`config.mk`:
```
export PLATFORM = sky130hd
export DESIGN_NAME = alu_sequencer
export DESIGN_NICKNAME = d
export VERILOG_FILES = /design/src/rtl/alu_sequencer.sv
export SDC_FILE = /design/constraint.sdc
export NUM_CORES = 1
export LEC_CHECK = 0
export ABC_AREA = 1
export ABC_CLOCK_PERIOD_IN_PS = 2200
export BUFFER_PORTS_ARGS = -buffer_cell sky130_fd_sc_hd__buf_2
export CELL_PAD_IN_SITES_DETAIL_PLACEMENT = 0
export CELL_PAD_IN_SITES_GLOBAL_PLACEMENT = 1
export CORE_ASPECT_RATIO = 1.75
export CORE_MARGIN = 4
export CORE_UTILIZATION = 30
export DETAILED_ROUTE_END_ITERATION = 10
export GPL_TIMING_DRIVEN = 0
export PLACE_DENSITY = 0.68
export SKIP_LAST_GASP = 1
export SLEW_MARGIN = 5
export SYNTH_ARGS = -nofsm -noshare
export SYNTH_HDL_FRONTEND = slang
export SYNTH_SLANG_ARGS = --single-unit
```
`constraint.sdc`:
```
create_clock -name clk -period 2.2 [get_ports clk]
set_clock_uncertainty 0.1 [all_clocks]
set_input_delay 0.11 -clock clk [delete_from_list [all_inputs] [get_ports clk]]
set_output_delay 0.11 -clock clk [all_outputs]
set_load 0.005 [all_outputs]
```
`src/rtl/alu_sequencer.sv`:
```
// alu_sequencer
//
// Multi-cycle control sequencer for the 2-bit datapath ALU. Holds a small
// instruction buffer and a four-entry 2-bit register file. On start it steps
// through the program from address 0. Each instruction takes three states:
// FETCH, EXEC and WB. The ALU is driven combinationally during EXEC, its
// 8-bit result is latched on the EXEC->WB edge, and the low 2 bits are
// written back to R[dst] in WB.
//
// Instruction word: {opcode[9:6], dst[5:4], srcA[3:2], srcB[1:0]}
//
// Optional feature macro: ALU_SEQ_STEP_EN
//   When defined, this adds a `step` input and a PAUSE state after every WB.
//   The sequencer holds in PAUSE until step=1, then takes the transition
//   that WB would otherwise have taken.
//
// Ports
//   clk, rst        clock; synchronous active-high reset
//   start           begin a run (sampled in IDLE only)
//   prog_len        instruction count, clamped to PROG_DEPTH
//   prog_we/addr/wdata  program buffer write (ignored while busy)
//   reg_we/addr/wdata   register preload (ignored while busy)
//   step            single-step advance (ALU_SEQ_STEP_EN only)
//   alu_a/b/opcode  ALU drive, zero outside EXEC
//   alu_out         combinational ALU result
//   result          last latched ALU result
//   result_valid    pulse in WB
//   busy            high outside IDLE
//   done            pulse in DONE
//   pc              current instruction address
//   reg_rdata       {R3,R2,R1,R0}
module alu_sequencer #(
    parameter int PROG_DEPTH = 8,
    parameter int AW         = $clog2(PROG_DEPTH)
) (
    input  logic          clk,
    input  logic          rst,
    input  logic          start,
    input  logic [AW:0]   prog_len,
    input  logic          prog_we,
    input  logic [AW-1:0] prog_addr,
    input  logic [9:0]    prog_wdata,
    input  logic          reg_we,
    input  logic [1:0]    reg_addr,
    input  logic [1:0]    reg_wdata,
`ifdef ALU_SEQ_STEP_EN
    input  logic          step,
`endif
    output logic [1:0]    alu_a,
    output logic [1:0]    alu_b,
    output logic [3:0]    alu_opcode,
    input  logic [7:0]    alu_out,
    output logic [7:0]    result,
    output logic          result_valid,
    output logic          busy,
    output logic          done,
    output logic [AW-1:0] pc,
    output logic [7:0]    reg_rdata
);

    typedef enum logic [2:0] {
        S_IDLE,
        S_FETCH,
        S_EXEC,
        S_WB,
        S_DONE
`ifdef ALU_SEQ_STEP_EN
        , S_PAUSE
`endif
    } state_t;

    localparam logic [AW:0] DEPTH_L = (AW+1)'(PROG_DEPTH);

    state_t        state_q, state_d;
    logic [9:0]    mem [PROG_DEPTH];
    logic [9:0]    ir;
    logic [AW:0]   len_q;
    logic [1:0]    rf [4];
    logic          last;
    logic          pc_adv;

    // The final instruction is the one at address len_q-1; pc never wraps.
    assign last = ({1'b0, pc} == (len_q - (AW+1)'(1)));

    always_comb begin
        state_d = state_q;
        pc_adv  = 1'b0;
        case (state_q)
            S_IDLE: begin
                if (start) state_d = (prog_len == '0) ? S_DONE : S_FETCH;
            end
            S_FETCH: state_d = S_EXEC;
            S_EXEC:  state_d = S_WB;
`ifdef ALU_SEQ_STEP_EN
            S_WB:    state_d = S_PAUSE;
            S_PAUSE: begin
                if (step) begin
                    state_d = last ? S_DONE : S_FETCH;
                    pc_adv  = !last;
                end
            end
`else
            S_WB: begin
                state_d = last ? S_DONE : S_FETCH;
                pc_adv  = !last;
            end
`endif
            S_DONE:  state_d = S_IDLE;
            default: state_d = S_IDLE;
        endcase
    end

    assign busy         = (state_q != S_IDLE);
    assign done         = (state_q == S_DONE);
    assign result_valid = (state_q == S_WB);
    assign alu_a        = (state_q == S_EXEC) ? rf[ir[3:2]] : 2'b00;
    assign alu_b        = (state_q == S_EXEC) ? rf[ir[1:0]] : 2'b00;
    assign alu_opcode   = (state_q == S_EXEC) ? ir[9:6]     : 4'h0;
    assign reg_rdata    = {rf[3], rf[2], rf[1], rf[0]};

    // Program buffer keeps its contents across reset.
    always_ff @(posedge clk) begin
        if (prog_we && !busy) mem[prog_addr] <= prog_wdata;
    end

    always_ff @(posedge clk) begin
        if (rst) begin
            state_q <= S_IDLE;
            pc      <= '0;
            len_q   <= '0;
            ir      <= '0;
            result  <= '0;
            rf      <= '{default: 2'b00};
        end else begin
            state_q <= state_d;
            if (state_q == S_IDLE && start && prog_len != '0) begin
                len_q <= (prog_len > DEPTH_L) ? DEPTH_L : prog_len;
                pc    <= '0;
            end
            if (pc_adv) pc <= pc + AW'(1);
            // A same-cycle prog_we with start lands before this read.
            if (state_q == S_FETCH) ir <= mem[pc];
            if (state_q == S_EXEC) result <= alu_out;
            // Preloads are only honoured in IDLE, WB is always busy, so the
            // two register-file writers never collide.
            if (reg_we && !busy) rf[reg_addr] <= reg_wdata;
            if (state_q == S_WB) rf[ir[5:4]] <= result[1:0];
        end
    end

endmodule
```
==> metrics.yaml <==
dpl-instance-area_mm2: 0.005477
critPathKind: "reg -> reg"
clkTransAtPathRegs_ps: 60
grt_max_degree: 17
synthCells: 491
period_needed_ps: 2435
dieArea_mm2: 0.01861
rsz0062_at_grt: "yes"
first_global_vias: 3765
viasPerCell: 4.825
drtIter0Drc: 185
critPathSlowestCell: "nor2_1"
min_period_over_period: 1.107
diodes: 0
grt_overflow: 0
final_hold_viol_count: 0
die_x_um: 104.9
maxCapViolations: 0
critPathBufInv: 0
setup.worst_path.start_class: "flip-flop"
crit_top_cell: "nor2_1"
numCtsBuffers: 17
slew_viol_final: 0
grt_use_total: 0.1456
gp_congestion: 0.8142
start_util: 0.3073
clock_latency_ps: 400
synth_top_flop_cell: "edfxtp_1"
peakVddDrop_mv: 0.4868
yosysWarnings: 0
synth_edf_count: 80
drive_above_1_share: 0.2026
power_density_mw_per_mm2: 863.6
ctsHtreeMaxLevel: 4
rows: 61
synth_fp_nets: 527
fp.coreArea_mm2: 0.01603
fin_setup_tns_ps: -10930
status: "complete, but fails checks"
finalWorstSetupSlack_ps: -234.7
worstPathRequired_ps: 2110
fin_nets: 635
n_fill_cell: 1592
clock_path_buffers: 2
io_pins: 64
leakagePower_nw: 2.357
ys_types: 30
reg2reg_slack_ps: -230
async_flop_share: 0
dpl.hpwl_mm: 9.240
area_growth_pct: 27.62
worst_slew_pin_slew_ps: 1196
grt_pass1_wl_mm: 20.38
stdcell_area_mm2: 0.006285
cp_top_family: "simple AND/OR/NAND/NOR gates"
drc_errors: 0
post-cts-setup-buffers: 0
fmax_mhz: 410.7
violations: "setup timing"
crit_chain: "nor2_4 > nand2_4 > nor2_1 > nand2_1 > nor2_1"
syn_area_per_cell_um2: 10.03
cp-end-kind: "flip-flop"
die_y_um: 177.5
antenna_found_initial: 0
report.power.total_mw: 5.428
arrival_ps: 2340
worstHoldPathType: "in -> reg"
cp_max_fo: 10
cts.sinks: 116
drt_pass1_iterations: 4
via_count: 3865
wire_per_inst_um: 16.50
synth_area_mm2: 0.004925
wirelength_mm: 13.22
setup_viol: 60
ant_nets: 0
yosysSeqAreaShare: 0.6341
portBuffers: 63
ys_ff_latch: 116
slew_headroom: 0.1997
cts_tree: "done"
cpPeakStageDelay_ps: 920
cts.root.buffer_cell: "clkbuf_16"
==> worst paths after layout <==
| path | startpoint | endpoint | depth (start not counted) |
|---|---|---|---|
| worst max register to register | state_q[0]$_SDFFE_PP0P_ | mem[3][6]$_DFFE_PP_ | 5 |
| worst min register to register | ir[9]$_SDFFE_PP0P_ | ir[9]$_SDFFE_PP0P_ | 2 |
| worst max-delay path | state_q[0]$_SDFFE_PP0P_ | mem[3][6]$_DFFE_PP_ | 5 |
| worst min-delay path | reg_wdata[0] | reg_rdata[2]$_SDFF_PP0_ | 5 |
==> state kept, by name, indices dropped and copies added, names as in the netlist <==
name / cells
mem: 80
ir: 10
reg_rdata: 8
result: 8
len_q: 4
pc: 3
state_q: 3
==> metrics by stage <==
stage          utilization  std cells  worst slack (ps)  hold slack [ps]
6_report            0.3921        801            -234.7            55.59
5_1_grt             0.3921        801            -331.9            78.70
4_1_cts             0.3920        801            -204.9            38.63
3_5_place_dp        0.3417        743            -201.9            273.7
3_3_place_gp        0.3417        743            -169.1            263.4
2_1_floorplan            -        491             505.2            79.07
==> power breakdown <==
group	internal (mW)	switching (mW)
Clock	1.54	0.944
Combinational	0.181	0.295
Sequential	2.42	0.0516
Total	4.14	1.29
==> logic make-up after synthesis <==
kind of cell / synth area share
adder cells (fa/ha/maj): 0.005080
XOR/XNOR: 0.005336
AND/OR/NAND/NOR: 0.1639
buffers and inverters: 0.05234
AO/OA/AOI/OAI: 0.1392
flip-flops: 0.6341
==> layout by cell type (no fill, tap or decap), types with 2 or more instances in the layout <==
cell type,netlist,routed
a21oi_1,33,33
buf_1,2,2
buf_2,12,75
buf_4,3,3
clkbuf_1,4,5
clkbuf_16,0,17
clkbuf_2,2,2
clkinv_1,1,3
clkinv_2,0,4
clkinv_4,0,2
clkinvlp_4,0,4
dfxtp_1,36,36
dlygate4sd3_1,0,26
edfxtp_1,80,80
ha_1,2,2
inv_1,33,33
inv_2,4,4
nand2_1,50,50
nand3_1,23,23
nand3_2,2,2
nor2_1,100,98
nor2_2,1,3
nor2_4,3,3
nor3_1,4,4
o211ai_1,30,30
o21ai_0,56,56
xnor2_1,2,2
==> cells in the mapped netlist (2+ instances only) <==
| cell | n | area share |
|---|---|---|
| a21oi_1 | 33 | 0.034 |
| buf_1 | 2 | 0.0015 |
| buf_2 | 12 | 0.012 |
| buf_4 | 3 | 0.0046 |
| clkbuf_1 | 4 | 0.0030 |
| clkbuf_2 | 2 | 0.0020 |
| dfxtp_1 | 36 | 0.15 |
| edfxtp_1 | 80 | 0.49 |
| ha_1 | 2 | 0.0051 |
| inv_1 | 33 | 0.025 |
| inv_2 | 4 | 0.0030 |
| nand2_1 | 50 | 0.038 |
| nand3_1 | 23 | 0.023 |
| nand3_2 | 2 | 0.0041 |
| nor2_1 | 100 | 0.076 |
| nor2_4 | 3 | 0.0069 |
| nor3_1 | 4 | 0.0041 |
| o211ai_1 | 30 | 0.046 |
| o21ai_0 | 56 | 0.057 |
| xnor2_1 | 2 | 0.0036 |
==> repair_timing <==
item,4_1_cts,5_1_grt
gates resized for setup,1,1
endpoints found under the hold margin,95,0
hold buffers,26,0
cloned,0,0
pin swaps,0,0
endpoints found under the setup margin,80,70
==> layout make-up <==
type                       count  area, um^2  area share
buffer                        23       115.1     0.01832
clock buffer                  18       429.2     0.06829
clock inverter                14       113.9     0.01812
inverter                      38       142.6     0.02270
multi-input combinational    314        1549      0.2465
sequential                   116        3123      0.4969
tap                          189       236.5     0.03763
timing repair buffer          89       575.6     0.09158
==> worst min-delay path, cell delays in order <==
cell and delay, ps:
buf_2 100, inv_1 100, o211ai_1 110, nand2_1 60, nor2_1 30
==> routing by layer <==
| layer | GRT usage | up-vias | share of wire |
|---|---|---|---|
| li1 | - | 1924 | - |
| met1 | 0.1487 | 1820 | 0.38 |
| met2 | 0.2797 | 108 | 0.56 |
| met3 | 0.03640 | 13 | 0.045 |
| met4 | 0.05747 | 0 | 0.012 |
| met5 | 0 | - | 0 |
Power figures use the tool's default switching activity.
